### src/rtl/core_output_ctrl.sv
// Deskews PE-array column results into aligned vectors and queues them in a DEPTH-entry FIFO; COLS-1 cycles skew-to-write, dvalid the cycle after a push.
// Backpressure via dvalid/dready; a vector arriving while full with no pop is dropped and flagged on sticky ovf. Requires COLS >= 2.
module core_output_ctrl #(
    parameter int COLS     = 8,
    parameter int OUTWIDTH = 32,
    parameter int DEPTH    = 4
) (
    input  logic                      clk,
    input  logic                      rst,
    input  logic [OUTWIDTH-1:0]       psum_in [0:COLS-1],
    input  logic                      psum_vld,
    input  logic                      clr,
    output logic [OUTWIDTH-1:0]       dout [0:COLS-1],
    output logic                      dvalid,
    input  logic                      dready,
    output logic                      full,
    output logic [$clog2(DEPTH):0]    level,
    output logic                      ovf
);
    localparam int AW = $clog2(DEPTH);
    localparam int LW = AW + 1;

    logic [COLS-2:0]      r_vld_pipe;
    logic [OUTWIDTH-1:0]  w_aligned [0:COLS-1];
    logic [OUTWIDTH-1:0]  r_mem [0:DEPTH-1][0:COLS-1];
    logic [AW-1:0]        r_wr_ptr;
    logic [AW-1:0]        r_rd_ptr;
    logic [LW-1:0]        r_level;
    logic                 r_ovf;
    logic                 w_wr_en;
    logic                 w_pop;
    logic                 w_push;

    always_ff @(posedge clk or posedge rst) begin
        if (rst) begin
            r_vld_pipe <= '0;
        end else if (clr) begin
            r_vld_pipe <= '0;
        end else begin
            r_vld_pipe[0] <= psum_vld;
            for (int k = 1; k < COLS - 1; k++)
                r_vld_pipe[k] <= r_vld_pipe[k-1];
        end
    end

    // Lane j arrives j cycles late, so it needs COLS-1-j stages to line up with the last lane.
    for (genvar j = 0; j < COLS - 1; j++) begin : g_lane
        localparam int N = COLS - 1 - j;
        logic [OUTWIDTH-1:0] r_sr [0:N-1];
        always_ff @(posedge clk) begin
            r_sr[0] <= psum_in[j];
            for (int k = 1; k < N; k++)
                r_sr[k] <= r_sr[k-1];
        end
        assign w_aligned[j] = r_sr[N-1];
    end
    assign w_aligned[COLS-1] = psum_in[COLS-1];

    assign w_wr_en = r_vld_pipe[COLS-2];
    assign dvalid  = (r_level != '0);
    assign full    = (r_level == LW'(DEPTH));
    assign w_pop   = dvalid && dready;
    assign w_push  = w_wr_en && (!full || w_pop);
    assign level   = r_level;
    assign ovf     = r_ovf;

    always_ff @(posedge clk) begin
        if (w_push) begin
            for (int c = 0; c < COLS; c++)
                r_mem[r_wr_ptr][c] <= w_aligned[c];
        end
    end

    always_ff @(posedge clk or posedge rst) begin
        if (rst) begin
            r_wr_ptr <= '0;
            r_rd_ptr <= '0;
            r_level  <= '0;
            r_ovf    <= 1'b0;
        end else if (clr) begin
            r_wr_ptr <= '0;
            r_rd_ptr <= '0;
            r_level  <= '0;
            r_ovf    <= 1'b0;
        end else begin
            if (w_push)
                r_wr_ptr <= r_wr_ptr + AW'(1);
            if (w_pop)
                r_rd_ptr <= r_rd_ptr + AW'(1);
            if (w_push && !w_pop)
                r_level <= r_level + LW'(1);
            else if (!w_push && w_pop)
                r_level <= r_level - LW'(1);
            if (w_wr_en && !w_push)
                r_ovf <= 1'b1;
        end
    end

    // Gating on dvalid keeps dout at zero when empty, including during reset.
    always_comb begin
        for (int c = 0; c < COLS; c++)
            dout[c] = dvalid ? r_mem[r_rd_ptr][c] : '0;
    end
endmodule

### config.mk
export PLATFORM = sky130hd
export DESIGN_NAME = core_output_ctrl
export DESIGN_NICKNAME = d
export VERILOG_FILES = /design/src/rtl/core_output_ctrl.sv
export SDC_FILE = /design/constraint.sdc
export NUM_CORES = 1
export LEC_CHECK = 0
export ABC_AREA = 1
export BUFFER_PORTS_ARGS = -buffer_cell sky130_fd_sc_hd__buf_2
export CORE_AREA = 2 2 321 323
export DETAILED_ROUTE_END_ITERATION = 10
export DIE_AREA = 0 0 323 325
export PLACE_DENSITY = 0.78
export SLEW_MARGIN = 30
export SYNTH_ARGS = -nofsm -noshare
export SYNTH_HDL_FRONTEND = slang
export SYNTH_SLANG_ARGS = --single-unit
### constraint.sdc
create_clock -name clk -period 14.3 [get_ports clk]
set_clock_uncertainty 0.2 [all_clocks]
set_input_delay 1.43 -clock clk [delete_from_list [all_inputs] [get_ports clk]]
set_output_delay 1.43 -clock clk [all_outputs]
set_load 0.02 [all_outputs]
==> results of run 1 <==
[worst paths after layout]
path | startpoint | to | cells past startpoint
hold / removal | g_lane[0].r_sr[2][22] | g_lane[0].r_sr[3][22] | 0
min in group asynchronous | rst | ovf | 2
max in group asynchronous | rst | r_rd_ptr[1] | 2
setup / recovery | level[1] | dout[246] | 8
setup reg to reg | level[1] | r_mem[3][131] | 7
hold reg to reg | g_lane[0].r_sr[2][22] | g_lane[0].r_sr[3][22] | 0
[cell usage after synthesis (4+ instances only)]
master / instances / share of area [%]
clkbuf_1: 45 / 0.29
dfxtp_1: 896 / 31
inv_1: 27 / 0.17
dfrtp_1: 15 / 0.64
buf_6: 62 / 1.2
a21oi_1: 257 / 2.2
ha_1: 4 / 0.086
clkbuf_2: 22 / 0.19
nor2_1: 1042 / 6.7
buf_2: 45 / 0.38
nand3_1: 5 / 0.043
edfxtp_1: 1024 / 53
o21ai_0: 510 / 4.4
buf_4: 22 / 0.28
o21ai_1: 5 / 0.043
nand2_1: 16 / 0.10
[logic make-up after synthesis]
family | Yosys count
xor gates and xnor gates | 2
buffers and inverters | 228
DFF | 1935
AOI/OAI and AO/OA | 773
adders and majority gates | 5
and+or+nand+nor | 1065
[layout make-up]
type,instances,area share (%)
sequential,1935,72.2
multi-input combinational,1845,11.8
clock buffer,261,7.78
timing repair buffer,559,4.48
tap,1368,2.52
clock inverter,71,0.989
inverter,29,0.208
antenna,12,0.0442
[state kept, by name, indices dropped and copies added, names as in the netlist]
register     cells
level            3
r_rd_ptr         2
g_lane.r_sr    896
r_wr_ptr         2
r_mem         1024
r_vld_pipe       7
ovf              1
[where the power goes]
| part | switching [mW] | total (mW) | internal, mW |
|---|---|---|---|
| Sequential | 0.0847 | 6.06 | 5.98 |
| Combinational | 1.52 | 2.06 | 0.542 |
| Clock | 1.97 | 4.68 | 2.71 |
[metal layers]
metal / share of wire (%) / track usage, %
met1: 37 / 26.1
met2: 50 / 38.3
met3: 7.5 / 5.37
met4: 4.7 / 11.9
met5: 0.084 / 0
[critical path: cells and delay by family (launching register included)]
family,cells,cell delay [ps]
buf+inv,5,2620
simple gates,2,430
flops,1,420
compound gates,1,220
==> flow_summary.ini, run 1 <==
[pwr]
ir_drop_mv = 0.153
power_mw = 12.8
power.leakage_nw = 25.6
power_per_cell_area_nw_per_um2 = 188

[place]
place_inst = 5733
placed_area_um2 = 61900
hpwl_um = 65700
place_congestion = 0.799
pre_cts_ws_ps = 8600
io_buffers = 522

[sta]
slew_headroom_pct = 28.6
final.period_utilization_pct = 44.2
finalHoldViolations = 0
slew_violations = 0
fmax_mhz = 158
post-route-min-period_ps = 6330
finalWorstSetupSlack_ps = 7970
setup_tns_ps = 0
hold_ws_ps = 91.1
finalSetupViolCount = 0
tightest_slew_ps = 1070
rsz0062_at_grt = no

[setup_path]
cp_cell_sequence = nor2_1 -> nand2_1 -> inv_8 -> buf_6 -> buf_4 -> buf_4 -> a21oi_1 -> buf_2
cp_common_cell = buf_4
start_kind = flop
slowest_stage = buf_4
critPathMaxFanout = 80
worstPathArrival_ps = 4700
endpoint_kind = primary output
worstSetupPathType = reg2out
max_stage_delay_ps = 680
crit_required_ps = 12670
r2r_slack_ps = 10480

[route]
vias_per_cell = 5.26
avgRoutedWirePerCell_um = 19.7
vias = 31967
drt_iter0_markers = 2705
dr.pass1.iters = 6
routed_wirelength_um = 120000
drc = 0
postRouteAntennaNets = 0

[logic_synthesis]
synth-seq-cells = 1935
synth_mux_area_share_pct = 0
yosys_warnings = 0
yosys.area_share.simple_pct = 6.85
syn_area_per_cell_um2 = 14.6
synth_top_family_by_area = simple AND/OR/NAND/NOR gates
syn_nets = 4274
synthCells = 4008
synth_edf_count = 1024
ys_types = 25
synthAdderAreaFrac_pct = 0.120
synth_compound_area_share_pct = 6.61
synth-async-reset-ratio_pct = 0.775
syn_area_um2 = 58500
synth_xor_xnor_area_share_pct = 0.0299
yosys_most_used_dff = edfxtp_1
yosysSeqAreaShare_pct = 83.8

[final_layout]
seq_area_um2 = 49100
post-route-util_pct = 67.1
syn2layout_area_growth_pct = 16.1
fill_cells = 6653
final_area_um2 = 68000
multi_input_area_um2 = 8000
final_common_cell = nor2_1
final_cell_mix = nor2_1, edfxtp_1, dfxtp_1
nets = 4811
drive_gt1_share_pct = 18.0
instances_no_fill = 6080

[die]
boundaryPins = 523
die_y_um = 325
dieArea_um2 = 105000
core_um2 = 101000
die_w_um = 323
fp-row-count = 117
start_util_pct = 57.8

[clock_tree]
h-tree-depth = 4
post-cts-setup-buffers = 0
clkLatencyLatePin_ps = 760
cts-root-buf = clkbuf_16
clk_pin_slew_ps = 60
tritoncts = built
cts_sinks = 1935
post_cts_resized = 0
cts_buffer_depth = 3
postCtsHoldBufs = 0
numCtsBuffers = 175

[grt]
grt.overflow.total = 0
grt_max_degree = 181
grtUsageTotal_pct = 22.4
antenna_found_initial = 21
grt_pass1_vias = 32034
grt_first_pass_wirelength_um = 178000

[job]
maxCapViolations = 0

[outcome]
status = finished, final reports clean

[worst_hold_path]
hold_path.class = reg2reg
Power figures use the tool's default switching activity.
==> inputs of run 2 (changes only) <==
--- a/config.mk
+++ b/config.mk
@@ -7,10 +7,10 @@
 export LEC_CHECK = 0
 export ABC_AREA = 1
 export BUFFER_PORTS_ARGS = -buffer_cell sky130_fd_sc_hd__buf_2
-export CORE_AREA = 2 2 321 323
+export CORE_AREA = 2 2 339 341
 export DETAILED_ROUTE_END_ITERATION = 10
-export DIE_AREA = 0 0 323 325
-export PLACE_DENSITY = 0.78
+export DIE_AREA = 0 0 341 343
+export PLACE_DENSITY = 0.74
 export SLEW_MARGIN = 30
 export SYNTH_ARGS = -nofsm -noshare
 export SYNTH_HDL_FRONTEND = slang
==> constraint.sdc (replaced) <==
create_clock -name clk -period 5.8 [get_ports clk]
set_clock_uncertainty 0.2 [all_clocks]
set_input_delay 0.58 -clock clk [delete_from_list [all_inputs] [get_ports clk]]
set_output_delay 0.58 -clock clk [all_outputs]
set_load 0.02 [all_outputs]
==> flow_summary.ini, run 2 (synthesized netlist as in run 1, its figures left out) <==
[outcome]
status = finished, final reports clean

[grt]
grt.overflow.total = 0
grt_first_pass_wirelength_um = 189000
antenna_found_initial = 9
grt_pass1_vias = 32993
grtUsageTotal_pct = 21.1
grt_max_degree = 217

[sta]
slew_violations = 0
finalWorstSetupSlack_ps = 1170
tightest_slew_ps = 1070
final.period_utilization_pct = 79.9
fmax_mhz = 216
rsz0062_at_grt = no
post-route-min-period_ps = 4630
finalSetupViolCount = 0
finalHoldViolations = 0
slew_headroom_pct = 28.5

[final_layout]
top_regs = r_mem x1024, g_lane.r_sr x896, r_vld_pipe x7
final_cell_mix = nor2_1, edfxtp_1, dfxtp_1
instances_no_fill = 6498
final_common_cell = nor2_1
drive_gt1_share_pct = 17.5
syn2layout_area_growth_pct = 22.0
largest_register_ffs = 1024
post-route-util_pct = 62.9
nets = 5076
top_register = r_mem

[clock_tree]
tritoncts = built
post-cts-setup-buffers = 0
clkLatencyLatePin_ps = 770
post_cts_resized = 0
cts-root-buf = clkbuf_16
cts_buffer_depth = 3
h-tree-depth = 4
numCtsBuffers = 180
cts_sinks = 1935
clk_pin_slew_ps = 70

[pwr]
p_int_mw = 23.4
pwr-share-seq_pct = 46.1
pwr-share-clk_pct = 37.6
p_sw_share_pct = 27.9
pwr-share-comb_pct = 16.3
power.leakage_nw = 27.0
power_per_cell_area_nw_per_um2 = 455
net-switching-power_mw = 9.06
power_mw = 32.5
ir_drop_mv = 0.366

[die]
boundaryPins = 523
die_w_um = 341
dieArea_um2 = 117000
core_um2 = 113000
start_util_pct = 51.6
fp-row-count = 124
die_y_um = 343

[worst_hold_path]
holdPathEnd = g_lane[2].r_sr[0][95]
hold_path.class = reg2reg
whs_path_depth = 0
worstHoldStart = g_lane[2].r_sr[0][63]

[setup_path]
r2r_slack_ps = 2840
worstSetupPathType = reg2out
start_kind = flop
worstReg2RegStart = level[2]
reg2regPathDepth = 4
regToRegEndpoint = r_mem[0][166]
worstPathArrival_ps = 3850
crit_required_ps = 5020
endpoint_kind = primary output
critPathMaxFanout = 123

[place]
io_buffers = 522
place_congestion = 0.769
hpwl_um = 64900
place_inst = 5875
pre_cts_ws_ps = 2170

[route]
vias = 33026
drc = 0
routed_wirelength_um = 126000
vias_per_cell = 5.08
drt_iter0_markers = 2586
dr.pass1.iters = 5
postRouteAntennaNets = 0
avgRoutedWirePerCell_um = 19.4

[job]
maxCapViolations = 0
## run 2: cell count changes in the layout (fill, tap and decap cells not counted), sizes merged
cell	before	now
buf	559	558
bufinv	7	8
clkbuf	261	274
clkinv	43	47
clkinvlp	10	3
diode	12	17
dlygate4sd3	0	261
inv	40	38
## run 2: worst max-delay path, cell delays in order (launching register included)
cell,delay (ps)
dfrtp_4,930
clkinv_8,730
buf_12,510
nor2_1,140
o21ai_0,90
a21oi_1,340
buf_2,240
## run 2: stage by stage
stage / instance area [µm²] / TNS (ps) / hold WS (ps)
finish: 71400 / 0 / 98.1
global route: 71300 / 0 / 108
CTS: 71200 / 0 / 91.8
detailed placement: 62200 / 0 / 112
global placement: 62200 / 0 / 110
floorplan: 58500 / -2468960 / 110
## run 2: cell type report
type,count,area (µm²)
diodes,17,42.5
repair buffers,819,5810
inverters,29,141
multi-input cells,1845,8000
clock buffers,274,5670
flip-flops and latches,1935,49100
clock inverters,67,746
well taps,1512,1890
fillers,7733,42000
## run 2: power groups by stage
stage / clock, mW / sequential [mW] / combinational, mW
floorplan: 0 / 15.1 / 3.52
global placement: 0 / 15.2 / 5.03
detailed placement: 0 / 15.3 / 5.07
CTS: 12.4 / 15.0 / 5.26
global route: 13.0 / 15.0 / 5.67
finish: 12.2 / 15.0 / 5.29
## run 2: layer usage
layer / GRT usage [%] / share of wire (%) / vias up
met5: 0 / 0.010 / -
met4: 9.06 / 3.7 / 2
met3: 3.94 / 6.0 / 266
met2: 35.8 / 50 / 1143
met1: 26.6 / 40 / 16125
li1: - / - / 15490
## run 2: worst max path at each step
stage	cells after the start	startpoint	slack [ps]	to
3_3_place_gp	5	r_rd_ptr[0]	2260	dout[126]
2_1_floorplan	4	dready	-2410	r_mem[0][0]
4_1_cts	5	r_rd_ptr[0]	1260	dout[154]
5_1_grt	6	r_rd_ptr[1]	900	dout[229]
6_report	6	r_rd_ptr[1]	1170	dout[229]
3_5_place_dp	5	r_rd_ptr[0]	2170	dout[254]
## run 2: timing repair
item	in CTS	in global routing
endpoints found under the setup margin	0	0
endpoints found under the hold margin	378	0
hold buffers	261	0
